`src/rtl/decode_pkg.sv`:
```
// Shared encodings, enums and the decoded-bundle struct for the RV32I subset decode stage.
package decode_pkg;

    localparam int DATA_W  = 32;
    localparam int INSTR_W = 32;

    localparam logic [6:0] OP_IMM    = 7'b0010011;
    localparam logic [6:0] OP_REG    = 7'b0110011;
    localparam logic [6:0] OP_BRANCH = 7'b1100011;

    localparam logic [2:0] F3_ADD = 3'b000;
    localparam logic [2:0] F3_BNE = 3'b001;

    localparam logic [6:0] F7_ADD = 7'b0000000;
    localparam logic [6:0] F7_SUB = 7'b0100000;

    typedef enum logic [2:0] {
        ALU_ADD = 3'b000,
        ALU_SUB = 3'b001
    } alu_ctrl_t;

    typedef enum logic [1:0] {
        IMM_NONE = 2'b00,
        IMM_I    = 2'b01,
        IMM_B    = 2'b10
    } imm_sel_t;

    typedef enum logic {
        ST_EMPTY = 1'b0,
        ST_FULL  = 1'b1
    } state_t;

    typedef struct packed {
        logic [DATA_W-1:0] imm;
        logic              alu_src;
        alu_ctrl_t         alu_ctrl;
        logic              reg_write;
        logic              branch;
        logic [4:0]        rs1;
        logic [4:0]        rs2;
        logic [4:0]        rd;
        logic              illegal;
    } decode_t;

endpackage

```
`src/rtl/instr_decode_stage_imm_gen.sv`:
```
// Combinational I-type / B-type immediate extraction with sign extension.
module imm_gen
    import decode_pkg::*;
#(
    parameter int Data_Width  = 32,
    parameter int Instr_Width = 32
) (
    input  logic [Instr_Width-1:0] instr_i,
    input  imm_sel_t               sel_i,
    output logic [Data_Width-1:0]  imm_o
);

    // Opcode and register-index bits never contribute to an immediate.
    logic unused_bits_s;
    assign unused_bits_s = ^{instr_i[19:12], instr_i[6:0]};

    // Select and sign-extend the immediate for the instruction format.
    always_comb begin
        imm_o = {Data_Width{1'b0}};
        case (sel_i)
            IMM_I:    imm_o = {{(Data_Width-12){instr_i[31]}}, instr_i[31:20]};
            IMM_B:    imm_o = {{(Data_Width-13){instr_i[31]}}, instr_i[31], instr_i[7],
                               instr_i[30:25], instr_i[11:8], 1'b0};
            IMM_NONE: imm_o = {Data_Width{1'b0}};
            default:  imm_o = {Data_Width{1'b0}};
        endcase
    end

endmodule

```
`src/rtl/instr_decode_stage.sv`:
```
// One-entry registered decode stage with valid/ready handshakes and a saturating illegal-word count.
module instr_decode_stage
    import decode_pkg::*;
#(
    parameter int Data_Width  = DATA_W,
    parameter int Instr_Width = INSTR_W,
    parameter int Cnt_Width   = 8
) (
    input  logic                   clk_i,
    input  logic                   rst_i,
    input  logic                   inValid_i,
    output logic                   inReady_o,
    input  logic [Instr_Width-1:0] instr_i,
    output logic                   outValid_o,
    input  logic                   outReady_i,
    output logic [Data_Width-1:0]  ImmOp_o,
    output logic                   ALUSrc_o,
    output logic [2:0]             ALUctrl_o,
    output logic                   RegWrite_o,
    output logic                   Branch_o,
    output logic [4:0]             rs1_o,
    output logic [4:0]             rs2_o,
    output logic [4:0]             rd_o,
    output logic                   illegal_o,
    output logic [Cnt_Width-1:0]   illegalCount_o
);

    state_t                 state_q, state_d;
    decode_t                dec_q, dec_d, dec_ctrl_s;
    imm_sel_t               imm_sel_s;
    logic [Data_Width-1:0]  imm_s;
    logic [Cnt_Width-1:0]   cnt_q, cnt_d;
    logic                   reg_write_s;
    logic                   accept_s;

    assign outValid_o = (state_q == ST_FULL);
    assign inReady_o  = !rst_i && (!outValid_o || outReady_i);
    assign accept_s   = inValid_i && inReady_o;

    imm_gen #(
        .Data_Width  (Data_Width),
        .Instr_Width (Instr_Width)
    ) u_imm_gen (
        .instr_i (instr_i),
        .sel_i   (imm_sel_s),
        .imm_o   (imm_s)
    );

    // Classify the word and derive control fields; anything unrecognised is illegal with zeroed controls.
    always_comb begin
        dec_ctrl_s     = '0;
        imm_sel_s      = IMM_NONE;
        reg_write_s    = 1'b0;
        dec_ctrl_s.rs1 = instr_i[19:15];
        dec_ctrl_s.rs2 = instr_i[24:20];
        dec_ctrl_s.rd  = instr_i[11:7];
        case (instr_i[6:0])
            OP_IMM: begin
                if (instr_i[14:12] == F3_ADD) begin
                    dec_ctrl_s.alu_src = 1'b1;
                    reg_write_s        = 1'b1;
                    imm_sel_s          = IMM_I;
                end else begin
                    dec_ctrl_s.illegal = 1'b1;
                end
            end
            OP_REG: begin
                if (instr_i[14:12] == F3_ADD && instr_i[31:25] == F7_ADD) begin
                    reg_write_s = 1'b1;
                end else if (instr_i[14:12] == F3_ADD && instr_i[31:25] == F7_SUB) begin
                    reg_write_s         = 1'b1;
                    dec_ctrl_s.alu_ctrl = ALU_SUB;
                end else begin
                    dec_ctrl_s.illegal = 1'b1;
                end
            end
            OP_BRANCH: begin
                if (instr_i[14:12] == F3_BNE) begin
                    dec_ctrl_s.alu_ctrl = ALU_SUB;
                    dec_ctrl_s.branch   = 1'b1;
                    imm_sel_s           = IMM_B;
                end else begin
                    dec_ctrl_s.illegal = 1'b1;
                end
            end
            default: dec_ctrl_s.illegal = 1'b1;
        endcase
        dec_ctrl_s.reg_write = reg_write_s && (instr_i[11:7] != 5'd0);
    end

    // Merge the immediate into the bundle captured on accept.
    always_comb begin
        dec_d     = dec_ctrl_s;
        dec_d.imm = imm_s;
    end

    // Next state and saturating counter update.
    always_comb begin
        state_d = state_q;
        cnt_d   = cnt_q;
        case (state_q)
            ST_EMPTY: state_d = accept_s ? ST_FULL : ST_EMPTY;
            ST_FULL: begin
                if (accept_s) begin
                    state_d = ST_FULL;
                end else if (outReady_i) begin
                    state_d = ST_EMPTY;
                end else begin
                    state_d = ST_FULL;
                end
            end
            default: state_d = ST_EMPTY;
        endcase
        if (accept_s && dec_d.illegal && (cnt_q != {Cnt_Width{1'b1}})) begin
            cnt_d = cnt_q + {{(Cnt_Width-1){1'b0}}, 1'b1};
        end else begin
            cnt_d = cnt_q;
        end
    end

    // Pipeline register, state and counter.
    always_ff @(posedge clk_i or posedge rst_i) begin
        if (rst_i) begin
            state_q <= ST_EMPTY;
            dec_q   <= '0;
            cnt_q   <= {Cnt_Width{1'b0}};
        end else begin
            state_q <= state_d;
            cnt_q   <= cnt_d;
            if (accept_s) begin
                dec_q <= dec_d;
            end else begin
                dec_q <= dec_q;
            end
        end
    end

    assign ImmOp_o        = dec_q.imm;
    assign ALUSrc_o       = dec_q.alu_src;
    assign ALUctrl_o      = dec_q.alu_ctrl;
    assign RegWrite_o     = dec_q.reg_write;
    assign Branch_o       = dec_q.branch;
    assign rs1_o          = dec_q.rs1;
    assign rs2_o          = dec_q.rs2;
    assign rd_o           = dec_q.rd;
    assign illegal_o      = dec_q.illegal;
    assign illegalCount_o = cnt_q;

endmodule

```
`config.mk`:
```
export PLATFORM = sky130hd
export DESIGN_NAME = instr_decode_stage
export DESIGN_NICKNAME = d
export VERILOG_FILES = /design/src/rtl/decode_pkg.sv /design/src/rtl/instr_decode_stage_imm_gen.sv /design/src/rtl/instr_decode_stage.sv
export SDC_FILE = /design/constraint.sdc
export NUM_CORES = 1
export LEC_CHECK = 0
export CELL_PAD_IN_SITES_DETAIL_PLACEMENT = 0
export CELL_PAD_IN_SITES_GLOBAL_PLACEMENT = 2
export CORE_MARGIN = 5
export CORE_UTILIZATION = 25
export DETAILED_ROUTE_END_ITERATION = 7
export DONT_BUFFER_PORTS = 1
export GPL_TIMING_DRIVEN = 0
export HOLD_SLACK_MARGIN = 0.12
export PLACE_DENSITY = 0.69
export SYNTH_ARGS = -nofsm -noshare
export SYNTH_HDL_FRONTEND = slang
export SYNTH_SLANG_ARGS = --single-unit
```
`constraint.sdc`:
```
create_clock -name clk_i -period 2.37 [get_ports clk_i]
set_clock_uncertainty 0.2 [all_clocks]
set_input_delay 0.474 -clock clk_i [delete_from_list [all_inputs] [get_ports clk_i]]
set_output_delay 0.474 -clock clk_i [all_outputs]
set_load 0.03 [all_outputs]
```
# Word-level counts from Yosys, hierarchy flattened
# Index checks and enable logic that the tools add are counted.
classes:
  bitwise: 1
  add_sub_neg: 1
  muxes: 24
  n_eq_ne: 8
  n_mul: 0
  reduce_logical: 13
  shifts: 0
  n_lt_le_gt_ge: 0
  div_mod_pow: 0
op_table:
  columns: ["op", "count"]
  rows:
  - ["case mux 32 bit (2 select lines)", 1]
  - ["2-to-1 mux 1 bit", 17]
  - ["equality test 7 x 6 -> 1 bit (second input constant)", 2]
  - ["adder 8 x 1 -> 8 bit (second input constant)", 1]
  - ["inequality test 8 bit (second input constant)", 1]
  - ["equality test 7 x 5 -> 1 bit (second input constant)", 1]
  - ["equality test 7 bit (second input constant)", 1]
  - ["logical AND 1 bit", 7]
  - ["zero test 7 bit", 1]
  - ["case mux 1 bit (2 select lines)", 3]
  - ["nonzero test 5 bit", 1]
  - ["case mux 2 bit (2 select lines)", 1]
  - ["equality test 3 x 1 -> 1 bit (second input constant)", 1]
  - ["zero test 3 bit", 1]
  - ["case mux 1 bit (3 select lines)", 1]
  - ["equality test 2 x 1 -> 1 bit (second input constant)", 1]
  - ["equality test 2 bit (second input constant)", 1]
  - ["zero test 1 bit", 2]
  - ["2-to-1 mux 2 bit", 1]
  - ["logical OR 1 bit", 1]
  - ["NOT 1 bit", 1]
totals:
  memories: 0
  elab_cells: 58
  mem_bits_ro: 0
  ram_bits: 0
  regBits: 63
  latch_bits: 0

# Logic depth before layout (Yosys ltp)
logic_depth:
  depth_word: 7
  ltp_mapped: 9
  ltp_nobuf: 9

# By module
# From an unflattened synthesis, not the netlist that was laid out.
hier_totals:
  cells_unflattened: 337
  area_unflattened_um2: 2929.1
modules_own_cells:
  columns: ["module", "area_per_inst_um2", "instances", "cells_each", "seq_area_each_um2"]
  rows:
  - ["instr_decode_stage", 2627.5, 1, 294, 1526.5]
  - ["imm_gen", 301.5, 1, 43, 0.0]

# Least setup slack after synthesis
# Ideal clock, no wire load.
synth_timing:
  path_type: "input to register"
  startpoint: "input port rst_i"
  endpoint: "register dec_q (netlist bit rd_o[0])"
  setup_time_ns: 0.066
  arrival_ns: 2.586
  slack_ns: -0.481
  path_stages: 7
  n_path_buf: 3
  cell_sequence: "inv_1 > and3_1 > clkbuf_1 > clkbuf_1 > buf_1 > nand2_1 > nand2_1"
synth_between:
  elab_chain_cells: 3
synth_rtl:
  columns: ["item", "line", "text"]
  rows:
  - ["start, declared", "instr_decode_stage.sv:10", "input logic rst_i,"]
  - ["zero test 1 bit (no source line)", null, null]
  - ["logical AND 1 bit", "instr_decode_stage.sv:37", "assign inReady_o = !rst_i && (!outValid_o || outReady_i);"]
  - ["logical AND 1 bit", "instr_decode_stage.sv:38", "assign accept_s = inValid_i && inReady_o;"]
  - ["end signal, assigned", "instr_decode_stage.sv:133", "dec_q <= dec_q;"]
  - ["end, declared", "instr_decode_stage.sv:29", "decode_t dec_q, dec_d, dec_ctrl_s;"]
# No other way between the ends.
# A chain may end at the register's enable or synchronous reset.

# Worst setup path in the final report
layout_timing:
  startpoint: "input port instr_i[3]"
  endpoint: "register dec_q (netlist bit ImmOp_o[4])"
layout_between:
  elab_chain_cells: 4
layout_rtl:
  columns: ["item", "line", "text"]
  rows:
  - ["start, declared", "instr_decode_stage.sv:13", "input logic [Instr_Width-1:0] instr_i,"]
  - ["equality test 7 bit / equality test 7 x 5 -> 1 bit (equally long branches)", "instr_decode_stage.sv:57", "case (instr_i[6:0])"]
  - ["case mux 2 bit (2 select lines) *", "instr_decode_stage.sv:57", null]
  - ["equality test 2 bit / equality test 2 x 1 -> 1 bit (equally long branches)", "instr_decode_stage_imm_gen.sv:20", "case (sel_i)"]
  - ["case mux 32 bit (2 select lines) *", "instr_decode_stage_imm_gen.sv:20", null]
# Mark *: on every way between the ends. The rest lies on a longest branch, timed or not.

==> qor.csv <==
stage,metric,value,unit
place,port bufs,0,
layout,register area,0.00105,mm²
layout,Syn-to-layout area delta,25.0,%
timing,maximum clock rate,437,MHz
critical_path,Crit. End Element,flop,
global_route,overall track demand over capacity in global routing,12.7,%
floorplan,Die X,100,µm
detailed_routing,DR pass1 iterations,4,
detailed_routing,final wirelength,6270,µm
layout,most frequent cells in the layout,"nand2_1 (72), dfrtp_1 (42), dlygate4sd3_1 (25)",
timing,Max Transition Viols Final,0,
min_path,Hold/Removal Path Class,primary input to flop,
floorplan,Initial Util,26.0,%
detailed_routing,vias post-DR,1645,
detailed_routing,DR iter-0 viols,70,
synthesis,Syn. warnings,0,
layout,final cell count without fillers,358,
cts,clock root buffer,clkbuf_8,
detailed_routing,vias per cell,4.59,
timing,Max-slew headroom,24.5,%
synthesis,synth unique cells,36,
layout,"most common cell after layout, fill and taps aside",nand2_1,
cts,worst-skew pair later-pin latency,0.29,ns
layout,Antenna Diode Count,0,
timing,worst slew pin tran,1.13,ns
run_status,outcome,"complete, no violations",
synthesis,synthesized netlist cell count,220,
floorplan,die footprint,0.0100,mm²
synthesis,part of the Yosys area used for sequential elements,51.8,%
synthesis,synthesized cell area,0.00203,mm²
global_route,initial antenna violation count,0,
layout,fillcell total,809,
synthesis,Synth Register Bits,42,
timing,sum of negative setup slack,0,ns
cts,"CTS clk-pin slew, worst paths",0.09,ns
place,DP HPWL,4200,µm
detailed_routing,M1 WL,2770,µm
layout,post-route cell area,0.00254,mm²
global_route,largest net degree at the start of global routing,23,
cts,Sink Count,42,
place,Area after DPL,0.00217,mm²
cts,htree depth,2,
run,max capacitance violation total,0,
pwr,VDD IR max,0.253,mV
critical_path,"critical path fanouts, max",5,
critical_path,Crit Path Class,primary input to flop,
timing,final worst path period need,2.29,ns
cts,postcts setup bufs,0,
detailed_routing,top sig layer,met4,
synthesis,Mean Syn Cell Area,9.23,µm²
timing,RSZ-0062 raised after global routing,no,
layout,area of the multi-input gates,779,µm²
floorplan,Die Span Y,100,µm
detailed_routing,post-route ant nets,0,
global_route,vias in the first global route,1744,
pwr,P_leak,0.00125,µW
global_route,first-pass GRT wire length,9700,µm
timing,Final setup viols,0,
detailed_routing,DR WL met3,669,µm
timing,final hold slack,0.183,ns
pwr,Pwr Density,719,mW/mm²
critical_path,arrival time worst endpoint,2.32,ns
cts,CTS max path bufs,2,
floorplan,IO Count,100,
cts,TritonCTS clock tree,built,
place,GPL Wtd Cong,0.737,
critical_path,Startpoint Class,primary input,
critical_path,Critical Path RT,2.40,ns
detailed_routing,met2 WL,2800,µm
layout,"Net count, final",294,
layout,layout cell share with drive strength beyond 1,17.6,%
timing,"Hold Violations, Final",0,
detailed_routing,Post-route DRC,0,
place,Placed Cells incl. Taps,323,
cts,CTS Buf Count,5,
detailed_routing,wire per inst,17.5,µm
floorplan,FP Rows,32,
timing,Tcrit/Tclk final,96.5,%
global_route,total congestion overflow,0,
floorplan,Core Region,0.00781,mm²
==> metal layers <==
layer / vias to the layer above / global-route usage, %
met5: - / 0
met4: 0 / 2.49
met3: 2 / 5.00
met2: 77 / 20.2
met1: 785 / 16.4
li1: 781 / -
==> Yosys cell counts (all sizes together) <==
master | number | share of area [%]
ha | 3 | 1.8
nor3 | 3 | 0.74
a31oi | 2 | 0.62
nand4b | 1 | 0.43
inv | 4 | 0.74
nand3 | 12 | 3.0
o22ai | 1 | 0.31
mux2 | 2 | 1.3
xnor2 | 3 | 1.3
mux2i | 1 | 0.49
or2 | 1 | 0.31
nor3b | 1 | 0.37
o21ai | 3 | 0.74
nand4 | 5 | 1.5
nor2 | 5 | 0.92
a21oi | 1 | 0.25
nor4 | 2 | 0.62
nand2 | 72 | 13
or3b | 1 | 0.43
xor2 | 1 | 0.43
and3 | 10 | 3.3
and2 | 2 | 0.62
or4 | 1 | 0.37
and4 | 1 | 0.43
nand2b | 1 | 0.31
nor2b | 2 | 0.62
dfrtp | 42 | 52
buf | 24 | 8.7
clkbuf | 6 | 1.1
conb | 1 | 0.18
a311o | 1 | 0.49
a221o | 5 | 2.5
==> final cells by class <==
type	instances	area share, %
Timing Repair Buffer	25	9.86
Clock inverter	2	0.493
Sequential cell	42	41.4
Inverter	4	0.740
Clock buffer	6	3.25
Tap cell	102	5.03
Multi-Input combinational cell	145	30.7
Buffer	30	8.09
Timing Repair inverter	2	0.394
==> registers in the layout, summed over array words and instances, names as in the netlist <==
signal / count
ALUctrl_o: 1
RegWrite_o: 1
illegal_o: 1
ALUSrc_o: 1
rs2_o: 5
rs1_o: 5
ImmOp_o: 13
rd_o: 5
Branch_o: 1
illegalCount_o: 8
outValid_o: 1
==> critical path, stage by stage <==
cell and delay, ns:
nor4_1 0.26, nand3_1 0.19, or2_2 0.38, ha_1 0.34, nor3b_2 0.43, a221o_1 0.23
==> stage by stage <==
stage          utilization [%]  setup slack [ns]  total power (µW)
6_report                  32.5            0.0836              1820
5_1_grt                   32.5           0.00271              1940
4_1_cts                   32.3            0.0140              1870
3_5_place_dp              27.9            -0.901              1310
3_3_place_gp              27.9            -0.892              1300
2_1_floorplan                -         -0.000159              1230
==> logic make-up (layout without fill, tap and decap cells) <==
family	Yosys count	count (layout)	share of synthesized area, %
simple gates	120	120	27.3
buf+inv	34	69	10.5
compound gates	13	13	4.87
flops	42	42	51.8
fa+ha+maj	3	3	1.85
xor+xnor	4	4	1.73
mux	3	3	1.79
other cells	1	2	0.185
==> what timing repair did <==
item | 4_1_cts | 5_1_grt
hold endpoints to repair | 70 | 1
setup endpoints to repair | 43 | 12
cloned | 2 | 0
hold buffers | 24 | 1
gates resized for setup | 1 | 4
==> final timing paths <==
kind	start	endpoint	slack, ns	cells past startpoint
max in group asynchronous	rst_i	ImmOp_o[6]	0.67	2
min reg2reg	ImmOp_o[6]	ImmOp_o[6]	0.48	2
min in group asynchronous	rst_i	rs1_o[2]	0.48	2
max reg2reg	illegalCount_o[1]	illegalCount_o[1]	0.11	6
max	instr_i[3]	ImmOp_o[4]	0.08	6
min	instr_i[7]	RegWrite_o	0.18	2
==> report_power, final <==
| group | total, µW | switching, µW | internal (µW) |
|---|---|---|---|
| Clock | 499 | 264 | 235 |
| Combinational | 234 | 118 | 116 |
| Sequential | 1090 | 288 | 803 |
Power figures use the tool's default switching activity.
